--- src/rtl/compare_pkg.sv ---
// Shared types and helpers for the pipelined multi-lane magnitude comparator.
package compare_pkg;

   // Relation select codes; 3'b110 and 3'b111 are reserved and yield 0.
   typedef enum logic [2:0] {
      CMP_GT = 3'b000,
      CMP_GE = 3'b001,
      CMP_LT = 3'b010,
      CMP_LE = 3'b011,
      CMP_EQ = 3'b100,
      CMP_NE = 3'b101
   } cmp_mode_e;

   // Map merged greater/equal flags onto the selected relation.
   function automatic logic apply_mode(input logic gt, input logic eq, input logic [2:0] mode);
      logic lt;
      logic res;
      lt  = ~gt & ~eq;
      res = 1'b0;
      case (mode)
         CMP_GT:  res = gt;
         CMP_GE:  res = gt | eq;
         CMP_LT:  res = lt;
         CMP_LE:  res = lt | eq;
         CMP_EQ:  res = eq;
         CMP_NE:  res = ~eq;
         default: res = 1'b0;
      endcase
      return res;
   endfunction

endpackage

--- src/rtl/compare_chunk.sv ---
// Combinational unsigned greater-than / equality on one CHUNK-bit slice.
module compare_chunk #(
   parameter int CHUNK = 4
) (
   input  logic [CHUNK-1:0] i_a,
   input  logic [CHUNK-1:0] i_b,
   output logic             o_gt,
   output logic             o_eq
);

   assign o_gt = (i_a > i_b);
   assign o_eq = (i_a == i_b);

endmodule

--- src/rtl/compare_multi_pipe.sv ---
// Two-stage pipelined LANES-wide magnitude comparator with per-lane
// rise/fall crossing events between consecutive valid samples.
module compare_multi_pipe
   import compare_pkg::*;
#(
   parameter int WIDTH = 8,
   parameter int LANES = 4,
   parameter int CHUNK = 4
) (
   input  logic                   i_clk,
   input  logic                   i_rst,
   input  logic                   i_valid,
   input  logic [LANES*WIDTH-1:0] i_a,
   input  logic [LANES*WIDTH-1:0] i_b,
   input  logic [2:0]             i_mode,
   input  logic                   i_signed,
   input  logic                   i_clear,
   output logic                   o_valid,
   output logic [LANES-1:0]       o_result,
   output logic [LANES-1:0]       o_rise,
   output logic [LANES-1:0]       o_fall
);

   localparam int NCH = WIDTH / CHUNK;
   localparam int NSUB = LANES * NCH;

   // Elaboration-time parameter sanity checks.
   if ((WIDTH % CHUNK) != 0) begin : g_chunk_check
      $error("compare_multi_pipe: WIDTH must be a multiple of CHUNK");
   end
   if (WIDTH < 2) begin : g_width_check
      $error("compare_multi_pipe: WIDTH must be at least 2");
   end
   if (LANES < 1) begin : g_lanes_check
      $error("compare_multi_pipe: LANES must be at least 1");
   end

   // ---------------- stage 0: offset-binary conversion and chunk compares
   logic [LANES*WIDTH-1:0] a_ob;
   logic [LANES*WIDTH-1:0] b_ob;
   logic [NSUB-1:0]        gt_c;
   logic [NSUB-1:0]        eq_c;

   // Flipping the sign bit maps two's-complement order onto unsigned order.
   always_comb begin
      a_ob = i_a;
      b_ob = i_b;
      if (i_signed) begin
         for (int n = 0; n < LANES; n++) begin
            a_ob[n*WIDTH + WIDTH - 1] = ~i_a[n*WIDTH + WIDTH - 1];
            b_ob[n*WIDTH + WIDTH - 1] = ~i_b[n*WIDTH + WIDTH - 1];
         end
      end
   end

   for (genvar n = 0; n < LANES; n++) begin : g_lane
      for (genvar k = 0; k < NCH; k++) begin : g_chunk
         compare_chunk #(
            .CHUNK (CHUNK)
         ) u_chunk (
            .i_a  (a_ob[n*WIDTH + k*CHUNK +: CHUNK]),
            .i_b  (b_ob[n*WIDTH + k*CHUNK +: CHUNK]),
            .o_gt (gt_c[n*NCH + k]),
            .o_eq (eq_c[n*NCH + k])
         );
      end
   end

   // ---------------- stage 1 registers
   logic            vld_p1_q,  vld_p1_d;
   logic [2:0]      mode_p1_q, mode_p1_d;
   logic [NSUB-1:0] gt_p1_q,   gt_p1_d;
   logic [NSUB-1:0] eq_p1_q,   eq_p1_d;

   // Next-state for stage 1: capture chunk flags and mode with the qualifier.
   always_comb begin
      vld_p1_d  = i_valid;
      mode_p1_d = i_mode;
      gt_p1_d   = gt_c;
      eq_p1_d   = eq_c;
   end

   // Stage-1 control: only the valid bit is reset.
   always_ff @(posedge i_clk) begin
      if (i_rst) begin
         vld_p1_q <= 1'b0;
      end else begin
         vld_p1_q <= vld_p1_d;
      end
   end

   // Stage-1 data: free-running, qualified by vld_p1_q downstream.
   always_ff @(posedge i_clk) begin
      mode_p1_q <= mode_p1_d;
      gt_p1_q   <= gt_p1_d;
      eq_p1_q   <= eq_p1_d;
   end

   // ---------------- stage 2: chunk merge, mode, edge detection
   logic [LANES-1:0] lane_gt;
   logic [LANES-1:0] lane_eq;
   logic [LANES-1:0] lane_res;

   // Merge chunks MSB-first: a lower chunk only decides if all higher chunks tie.
   always_comb begin
      lane_gt  = '0;
      lane_eq  = '1;
      lane_res = '0;
      for (int n = 0; n < LANES; n++) begin
         for (int k = NCH - 1; k >= 0; k--) begin
            lane_gt[n] = lane_gt[n] | (gt_p1_q[n*NCH + k] & lane_eq[n]);
            lane_eq[n] = lane_eq[n] & eq_p1_q[n*NCH + k];
         end
         lane_res[n] = apply_mode(lane_gt[n], lane_eq[n], mode_p1_q);
      end
   end

   logic             vld_p2_q,  vld_p2_d;
   logic [LANES-1:0] res_p2_q,  res_p2_d;
   logic [LANES-1:0] rise_p2_q, rise_p2_d;
   logic [LANES-1:0] fall_p2_q, fall_p2_d;
   logic             hist_valid_q, hist_valid_d;

   // The held result register doubles as the per-lane previous-sample history,
   // since both update only when a valid sample leaves stage 2.
   always_comb begin
      vld_p2_d     = vld_p1_q;
      res_p2_d     = res_p2_q;
      rise_p2_d    = '0;
      fall_p2_d    = '0;
      hist_valid_d = hist_valid_q;
      if (vld_p1_q) begin
         res_p2_d = lane_res;
         if (hist_valid_q && !i_clear) begin
            rise_p2_d = ~res_p2_q & lane_res;
            fall_p2_d = res_p2_q & ~lane_res;
         end
         hist_valid_d = 1'b1;
      end else if (i_clear) begin
         hist_valid_d = 1'b0;
      end
   end

   // Output stage and history flag; reset wins over everything.
   always_ff @(posedge i_clk) begin
      if (i_rst) begin
         vld_p2_q     <= 1'b0;
         res_p2_q     <= '0;
         rise_p2_q    <= '0;
         fall_p2_q    <= '0;
         hist_valid_q <= 1'b0;
      end else begin
         vld_p2_q     <= vld_p2_d;
         res_p2_q     <= res_p2_d;
         rise_p2_q    <= rise_p2_d;
         fall_p2_q    <= fall_p2_d;
         hist_valid_q <= hist_valid_d;
      end
   end

   assign o_valid  = vld_p2_q;
   assign o_result = res_p2_q;
   assign o_rise   = rise_p2_q;
   assign o_fall   = fall_p2_q;

endmodule

--- config.mk ---
export PLATFORM = sky130hd
export DESIGN_NAME = compare_multi_pipe
export DESIGN_NICKNAME = d
export VERILOG_FILES = /design/src/rtl/compare_pkg.sv /design/src/rtl/compare_chunk.sv /design/src/rtl/compare_multi_pipe.sv
export SDC_FILE = /design/constraint.sdc
export NUM_CORES = 1
export LEC_CHECK = 0
export BUFFER_PORTS_ARGS = -buffer_cell sky130_fd_sc_hd__buf_2
export CORE_AREA = 2 2 70 72
export CTS_CLUSTER_SIZE = 16
export DETAILED_ROUTE_END_ITERATION = 6
export DIE_AREA = 0 0 72 74
export GPL_ROUTABILITY_DRIVEN = 0
export HOLD_SLACK_MARGIN = 0.08
export PLACE_DENSITY = 0.74
export SYNTH_ARGS = -nofsm -noshare
export SYNTH_HDL_FRONTEND = slang
export SYNTH_SLANG_ARGS = --single-unit
--- constraint.sdc ---
create_clock -name i_clk -period 1.3 [get_ports i_clk]
set_clock_uncertainty 0.1 [all_clocks]
set_input_delay 0.26 -clock i_clk [delete_from_list [all_inputs] [get_ports i_clk]]
set_output_delay 0.26 -clock i_clk [all_outputs]
set_load 0.05 [all_outputs]
Word-level counts from Yosys, hierarchy flattened
Cells that the tools add are included.

operators by class
  order comparisons = 8
  equal/unequal tests = 13
  multiplexer cells = 14
  bitwise logic cells = 46
  reductions and logical operators = 5

operators with widths
  operator                                              number
  equality test 4 bit                                   8
  > comparator 4 bit                                    8
  case mux 1 bit (6 select lines)                       4
  inverter 1 bit                                        18
  bitwise AND 1 bit                                     12
  bitwise OR 1 bit                                      12
  2-to-1 mux 1 bit                                      10
  bitwise AND 4 bit                                     2
  inverter 4 bit                                        2
  equality test 3 x 2 -> 1 bit (second input constant)  2
  equality test 3 bit (second input constant)           2
  equality test 3 x 1 -> 1 bit (second input constant)  1
  logical NOT 3 bit                                     1
  OR reduction 3 bit                                    1
  nonzero test 2 bit                                    1
  logical AND 1 bit                                     1
  logical NOT 1 bit                                     1

storage, ports and cells
  register bits after elaboration = 34
  bits of input ports = 72
  logic and storage cells = 95

Longest topological paths before layout
Gate-level depths: netlist of run 1.

  depth after elaboration = 8
  mapped depth = 6
  mapped depth without buffers = 6

Modules after synthesis
Synthesis of run 1 repeated with hierarchy kept, for this count alone.

unflattened totals
  cells, all modules = 212
  area total of the unflattened synthesis = 2037.0 µm²

by module, submodules not included
  module              instances  cells each  area each (µm²)  seq. area each (µm²)
  compare_multi_pipe  1          108         1166.1           680.7
  compare_chunk       8          13          108.9            0.0

Worst setup path after synthesis of run 1
OpenSTA, ideal clock, no wires.

  path type = register -> register
  start = reg mode_p1_q[2]
  end = reg fall_p2_q[1], in the netlist o_fall[1]
  setup time = 0.062 ns
  arrival time = 1.187 ns
  required time = 1.138 ns
  slack = -0.049 ns
  stages on the path, launching flop included = 5
  buffers on the path = 1
  period minus slack after synthesis = 1.349 ns
  cell sequence = dfxtp_1 buf_2 o22ai_1 a222oi_1 and3_1

between the ends
  word-level cells in the longest chain between the ends = 4
  elaborated cells between the ends (all ways) = 9
  those cells by class = eq/ne (5); mux (1); bitwise (2); reduce/logical (1)

RTL lines
  what                                         RTL line                   text
  start: declaration                           compare_multi_pipe.sv:71   logic [2:0] mode_p1_q, mode_p1_d;
  start signal: assignment                     compare_multi_pipe.sv:94   mode_p1_q <= mode_p1_d;
  equality test 3 bit (tied with other cells)  compare_pkg.sv:20          case (mode)
  case mux 1 bit (6 select lines) *            compare_pkg.sv:20
  inverter 4 bit *                             compare_multi_pipe.sv:136  fall_p2_d = res_p2_q & ~lane_res;
  bitwise AND 4 bit *                          compare_multi_pipe.sv:136
  end signal: assignment                       compare_multi_pipe.sv:156  fall_p2_q <= fall_p2_d;
  end: declaration                             compare_multi_pipe.sv:121  logic [LANES-1:0] fall_p2_q, fall_p2_d;

Every way passes the cells marked *; elsewhere a longest branch is shown, timed or not.
A chain may end at the register's enable or synchronous reset.

Final worst setup path of run 1
  start = reg mode_p1_q[2]
  end = reg fall_p2_q[2], in the netlist o_fall[2]

The elaborated chain is that of the path after synthesis.

==> results of run 1 <==
## through the flow
stage / setup WS, ns / total power, W / cells / instance area, sq um
finish: -0.1763 / 0.002413 / 370 / 2633
global route: -0.2374 / 0.002572 / 370 / 2633
CTS: -0.09748 / 0.002422 / 369 / 2570
floorplan: -0.03872 / 0.001470 / 214 / 1887
global placement: -0.1217 / 0.001682 / 358 / 2431
detailed placement: -0.1567 / 0.001703 / 358 / 2431
## path summary, 6_finish.rpt
kind | to | slack (ns) | cells past startpoint
hold reg to reg | o_rise[3] | 0.37 | 1
setup reg to reg | o_fall[2] | -0.18 | 6
hold / removal | o_valid | 0.09 | 2
setup / recovery | o_fall[2] | -0.18 | 6
## worst register-to-register path, delay by kind of cell, from the launching register on
family | cells | cell delay, ns
compound gates | 2 | 0.42
flops | 1 | 0.36
buf+inv | 2 | 0.33
simple gates | 2 | 0.21
## metal layers
| metal | global-route usage [%] | vias to the layer above |
|---|---|---|
| li1 | - | 943 |
| met1 | 15.90 | 782 |
| met2 | 26.13 | 58 |
| met3 | 3.252 | 6 |
| met4 | 6.918 | 0 |
| met5 | 0 | - |
## Yosys cell counts (all sizes together), types with 4 or more instances
master  number
ha          28
a21oi       14
nor2b        9
o22ai        5
nand2        7
o211ai       4
nor2        18
nand2b       5
o21ai       11
inv         36
a211oi       5
mux2i        7
nor3         4
xnor2        4
and4         6
dfxtp       34
and3         4
a222oi       4
## report_power, final
| part | internal, W | switching (W) |
|---|---|---|
| Sequential | 0.00111 | 0.0000518 |
| Clock | 0.000367 | 0.000322 |
| Combinational | 0.000298 | 0.000261 |
## layout make-up
type	instances	area (sq um)	share of cell area (%)
tap	54	67.56	2.567
timing repair buffer	97	565.5	21.48
inverter	36	135.1	5.133
sequential	34	686.9	26.09
clock buffer	7	76.32	2.899
multi-input combinational	142	1101	41.83
## timing repair
action                                 4_1_cts  5_1_grt
resized for setup                            6       10
pin swaps                                    2        2
endpoints found under the hold margin        3        0
hold buffers                                 3        0
setup buffers                                1        0
gates cloned                                 0        1
setup endpoints to repair                   14       14
## logic make-up after synthesis
logic type	Yosys count
xor+xnor	4
simple gates	58
mux	7
fa+ha+maj	28
buf+inv	38
compound gates	45
flops	34
## sequential cells by signal, indices dropped and copies added, names as in the netlist
signal        cells
o_rise            4
o_valid           1
mode_p1_q         3
o_result          4
hist_valid_q      1
vld_p1_q          1
eq_p1_q           8
o_fall            4
gt_p1_q           8
==> impl_metrics.tcl, run 1 <==
set metrics [dict create \
    synth_edf_count 0 \
    ys_seq_area_share_pct 36.24 \
    synth_top_area_cell "dfxtp_1" \
    max_clock_freq_ghz 0.6774 \
    period_share_pct 113.6 \
    fill_cells 398 \
    io_buffer_count 84 \
    drv_slew 0 \
    design.portCount 85 \
    dr.pass1.iters 4 \
    slew_headroom_pct 77.31 \
    cap_violations 0 \
    leakage_nw 1.414 \
    final_cell_mix "80 x buf_2, 36 x inv_1, 31 x dfxtp_1" \
    violations "setup timing" \
    crit_path_start_kind "flip-flop" \
    slowest_stage "dfxtp_4" \
    yosysWarningCount 0 \
    path_class "reg -> reg" \
    whs_ns 0.08753 \
    cts_num_sinks 34 \
    antenna_found_initial 0 \
    wl_um 3719 \
    start_util_pct 40.84 \
    wl_met1_um 1559 \
    gr-usage-all-layers_pct 14.36 \
    synthMuxAreaShare_pct 3.731 \
    via_per_inst 4.835 \
    required_ns 1.42 \
    vias 1789 \
    die_w_um 72 \
    synth-xor-area-share_pct 1.865 \
    numCtsBuffers 5 \
    cp-end-kind "flip-flop" \
    power-per-cell-area_nw_per_um2 916.8 \
    synthCells 214 \
    crit_path_start "mode_p1_q[2]" \
    synthToLayoutAreaGrowth_pct 40.17 \
    setup_tns_ns -1.292 \
    die_y_um 74 \
    post-route-util_pct 57.25 \
    cp_num_buf_inv 2 \
    synth_top_family_by_area "adder cells" \
    irDropWorstVdd_v 0.0003584 \
    hold_path_class "in -> reg" \
    layout_commonest_cell "buf_2" \
    dieArea_sq_um 5328 \
    grt_max_degree 11 \
    synth_top_area_share_pct 36.24 \
    crit_fanout 5 \
    hpwlAfterDp_um 3039 \
    final.setup.worst_slack_ns -0.1763 \
    cp.arrival_ns 1.60 \
    ant_nets 0 \
    status "finished, violations left" \
    worstPathCellList "clkbuf_16 > a211oi_2 > nor2_1 > a222oi_1 > buf_4 > and3_1" \
    synth_fp_nets 314 \
    finalHoldViolations 0 \
    synth_compound_area_share_pct 15.12 \
    diodes 0 \
    hold_start "i_rst" \
    path_delay_family "compound AO/OA/AOI/OAI gates" \
    drt_iter0_drc 47 \
    core_area_sq_um 4598 \
    yosysUniqueCellTypes 25 \
    cts_root_buffer "clkbuf_8" \
    h-tree-depth 2 \
    overflow 0 \
    routedWlPerCell_um 10.05 \
    wl_met3_um 216 \
    grt_pass1_vias 1578 \
    routed-wl-met2_um 1889 \
    ys_ff_latch 34 \
    ys_async_sr_fraction_pct 0 \
    synth.avg_cell_area_sq_um 8.776 \
    yosys.area_share.simple_pct 16.66 \
    rr_startpoint "mode_p1_q[2]" \
    period_needed_ns 1.476 \
    drc_errors 0 \
    worst_pin_slew_ns 0.3404 \
    nets 416 \
    placementRows 25 \
    cts_tree "done" \
    rsz0062_at_grt "yes" \
    synth.cell_area_sq_um 1878 \
    synthAdderAreaFrac_pct 18.65 \
    grt_first_pass_wirelength_um 6037 \
    synth.area.top_cells "dfxtp_1 36%, ha_1 19%, inv_1 7.2%" \
    highest_layer "met4" \
    clkLatencyLatePin_ns 0.28 \
    crit_path_max_incr_delay_ns 0.36 \
    setup_viol 12 \
    clk_pin_slew_ns 0.06 \
    cts_max_path_buffers 2 \
    ys.flop_type "dfxtp_1" \
    drive_gt1_share_pct 35.76 \
]
Power figures use the tool's default switching activity.
==> run 2, diff against run 1 <==
PLACE_DENSITY = 0.7   (was 0.74)
==> run 2 against run 1 <==
Effect of this change:
- the run still ends with setup timing left
- setup slack improved by 0.11 ns
- sequential share of layout area increased by 0.41 points
- utilization decreased by 0.68 points
- critical path type unchanged
- critical endpoint unchanged
==> impl_metrics.tcl, run 2 (synthesis gave the netlist of run 1 again) <==
set metrics [dict create \
    io_buffer_count 84 \
    slew_headroom_pct 79.91 \
    design.portCount 85 \
    crit_path_start_kind "flip-flop" \
    worst_pin_slew_ns 0.3013 \
    vias 1748 \
    cts_max_path_buffers 2 \
    path_class "reg -> reg" \
    status "finished, violations left" \
    slowest_stage "dfxtp_2" \
    wl_um 3630 \
    diodes 0 \
    routedWlPerCell_um 9.758 \
    h-tree-depth 2 \
    grt_pass1_vias 1569 \
    grtUsageMet2_pct 24.79 \
    finalHoldViolations 0 \
    final_cells 372 \
    leakage_nw 1.411 \
    grt_max_degree 10 \
    grt_first_pass_wirelength_um 6044 \
    irDropWorstVdd_v 0.0003510 \
    drc_errors 0 \
    required_ns 1.42 \
    final_cell_mix "80 x buf_2, 36 x inv_1, 29 x dfxtp_1" \
    placed_area_sq_um 2426 \
    crit_fanout 3 \
    die_w_um 72 \
    via_per_inst 4.699 \
    met3_usage_pct 5.827 \
    drive_gt1_share_pct 34.91 \
    reg_top3 "eq_p1_q x8, gt_p1_q x8" \
    overflow 0 \
    period_share_pct 105.4 \
    clkLatencyLatePin_ns 0.28 \
    worstPathCellList "a211oi_2 > nor2_1 > a222oi_1 > buf_4 > and3_1" \
    crit_path_max_incr_delay_ns 0.32 \
    setup_viol 12 \
    post-route-cell-area_sq_um 2601 \
    numCtsBuffers 5 \
    met1_usage_pct 15.73 \
    p_total_w 0.002397 \
    switching_share_pct 26.15 \
    violations "setup timing" \
    cp.arrival_ns 1.50 \
    synthToLayoutAreaGrowth_pct 38.51 \
    clockPowerShare_pct 29.0 \
    gr-usage-all-layers_pct 14.38 \
    start_util_pct 40.84 \
    rsz0062_at_grt "yes" \
    final.setup.worst_slack_ns -0.07068 \
    dp_cells 359 \
    die_y_um 74 \
    setup_tns_ns -0.5092 \
    top_usage_layer "met2" \
    drv_slew 0 \
    ant_nets 0 \
    dieArea_sq_um 5328 \
    seqPwrFrac_pct 48.5 \
    intPower_w 0.001770 \
    p_comb_share_pct 22.5 \
    cts_tree "done" \
    power-per-cell-area_nw_per_um2 921.6 \
    dr.pass1.iters 4 \
    cap_violations 0 \
    core_area_sq_um 4598 \
    drt_iter0_drc 38 \
    period_needed_ns 1.371 \
    switching_power_w 0.0006269 \
    nets 418 \
    hold_path_class "in -> reg" \
    placementRows 25 \
    cts_root_buffer "clkbuf_8" \
    layout_commonest_cell "buf_2" \
    post-route-util_pct 56.57 \
    antenna_found_initial 0 \
    clk_pin_slew_ns 0.06 \
    hpwlAfterDp_um 3026 \
    cts_num_sinks 34 \
    cp-end-kind "flip-flop" \
    max_clock_freq_ghz 0.7296 \
]
[run 2: stage by stage]
stage	setup slack, ns	hold WS [ns]
2_1_floorplan	-0.03872	0.1877
3_3_place_gp	-0.1318	0.2639
3_5_place_dp	-0.1940	0.2640
4_1_cts	-0.05508	0.08799
5_1_grt	-0.1845	0.1061
6_report	-0.07068	0.09185
[run 2: final timing paths]
check	from	endpoint	slack [ns]	depth (start not counted)
min reg2reg	o_result[2]	o_rise[2]	0.37	1
max reg2reg	gt_p1_q[4]	o_fall[2]	-0.07	5
max	gt_p1_q[4]	o_fall[2]	-0.07	5
min	i_valid	vld_p1_q	0.09	2
[run 2: routing by layer]
metal | vias up | part of all wire, %
met4 | 0 | 1.6
li1 | 947 | -
met1 | 741 | 44
met2 | 54 | 47
met5 | - | 0
met3 | 6 | 7.1
[run 2: power groups by stage]
| stage | sequential [W] | combinational (W) | clock (W) |
|---|---|---|---|
| detailed placement | 0.00118 | 0.000513 | 0 |
| CTS | 0.00116 | 0.000539 | 0.000723 |
| floorplan | 0.00120 | 0.000265 | 0 |
| global placement | 0.00118 | 0.000502 | 0 |
| global route | 0.00117 | 0.000615 | 0.000775 |
| finish | 0.00116 | 0.000540 | 0.000694 |
[run 2: area by class of cell]
type	count	area, sq um
tap	54	67.56
timing repair buffer	99	556.8
sequential	34	689.4
multi-input combinational	142	1076
inverter	36	135.1
fill	421	1997
clock buffer	7	76.32
[run 2: worst max-delay path: cells and delay by family (launching register included)]
family	cells	cell delay (ns)
AO/OA/AOI/OAI	2	0.50
buffers and inverters	1	0.18
flip-flops	1	0.32
AND/OR/NAND/NOR	2	0.21
[run 2: repair_timing]
| item | in CTS | in global routing |
|---|---|---|
| resized for setup | 7 | 8 |
| setup buffers | 2 | 0 |
| pin swaps | 3 | 5 |
| hold buffers | 4 | 0 |
| setup endpoints to repair | 12 | 16 |
| endpoints found under the hold margin | 4 | 0 |
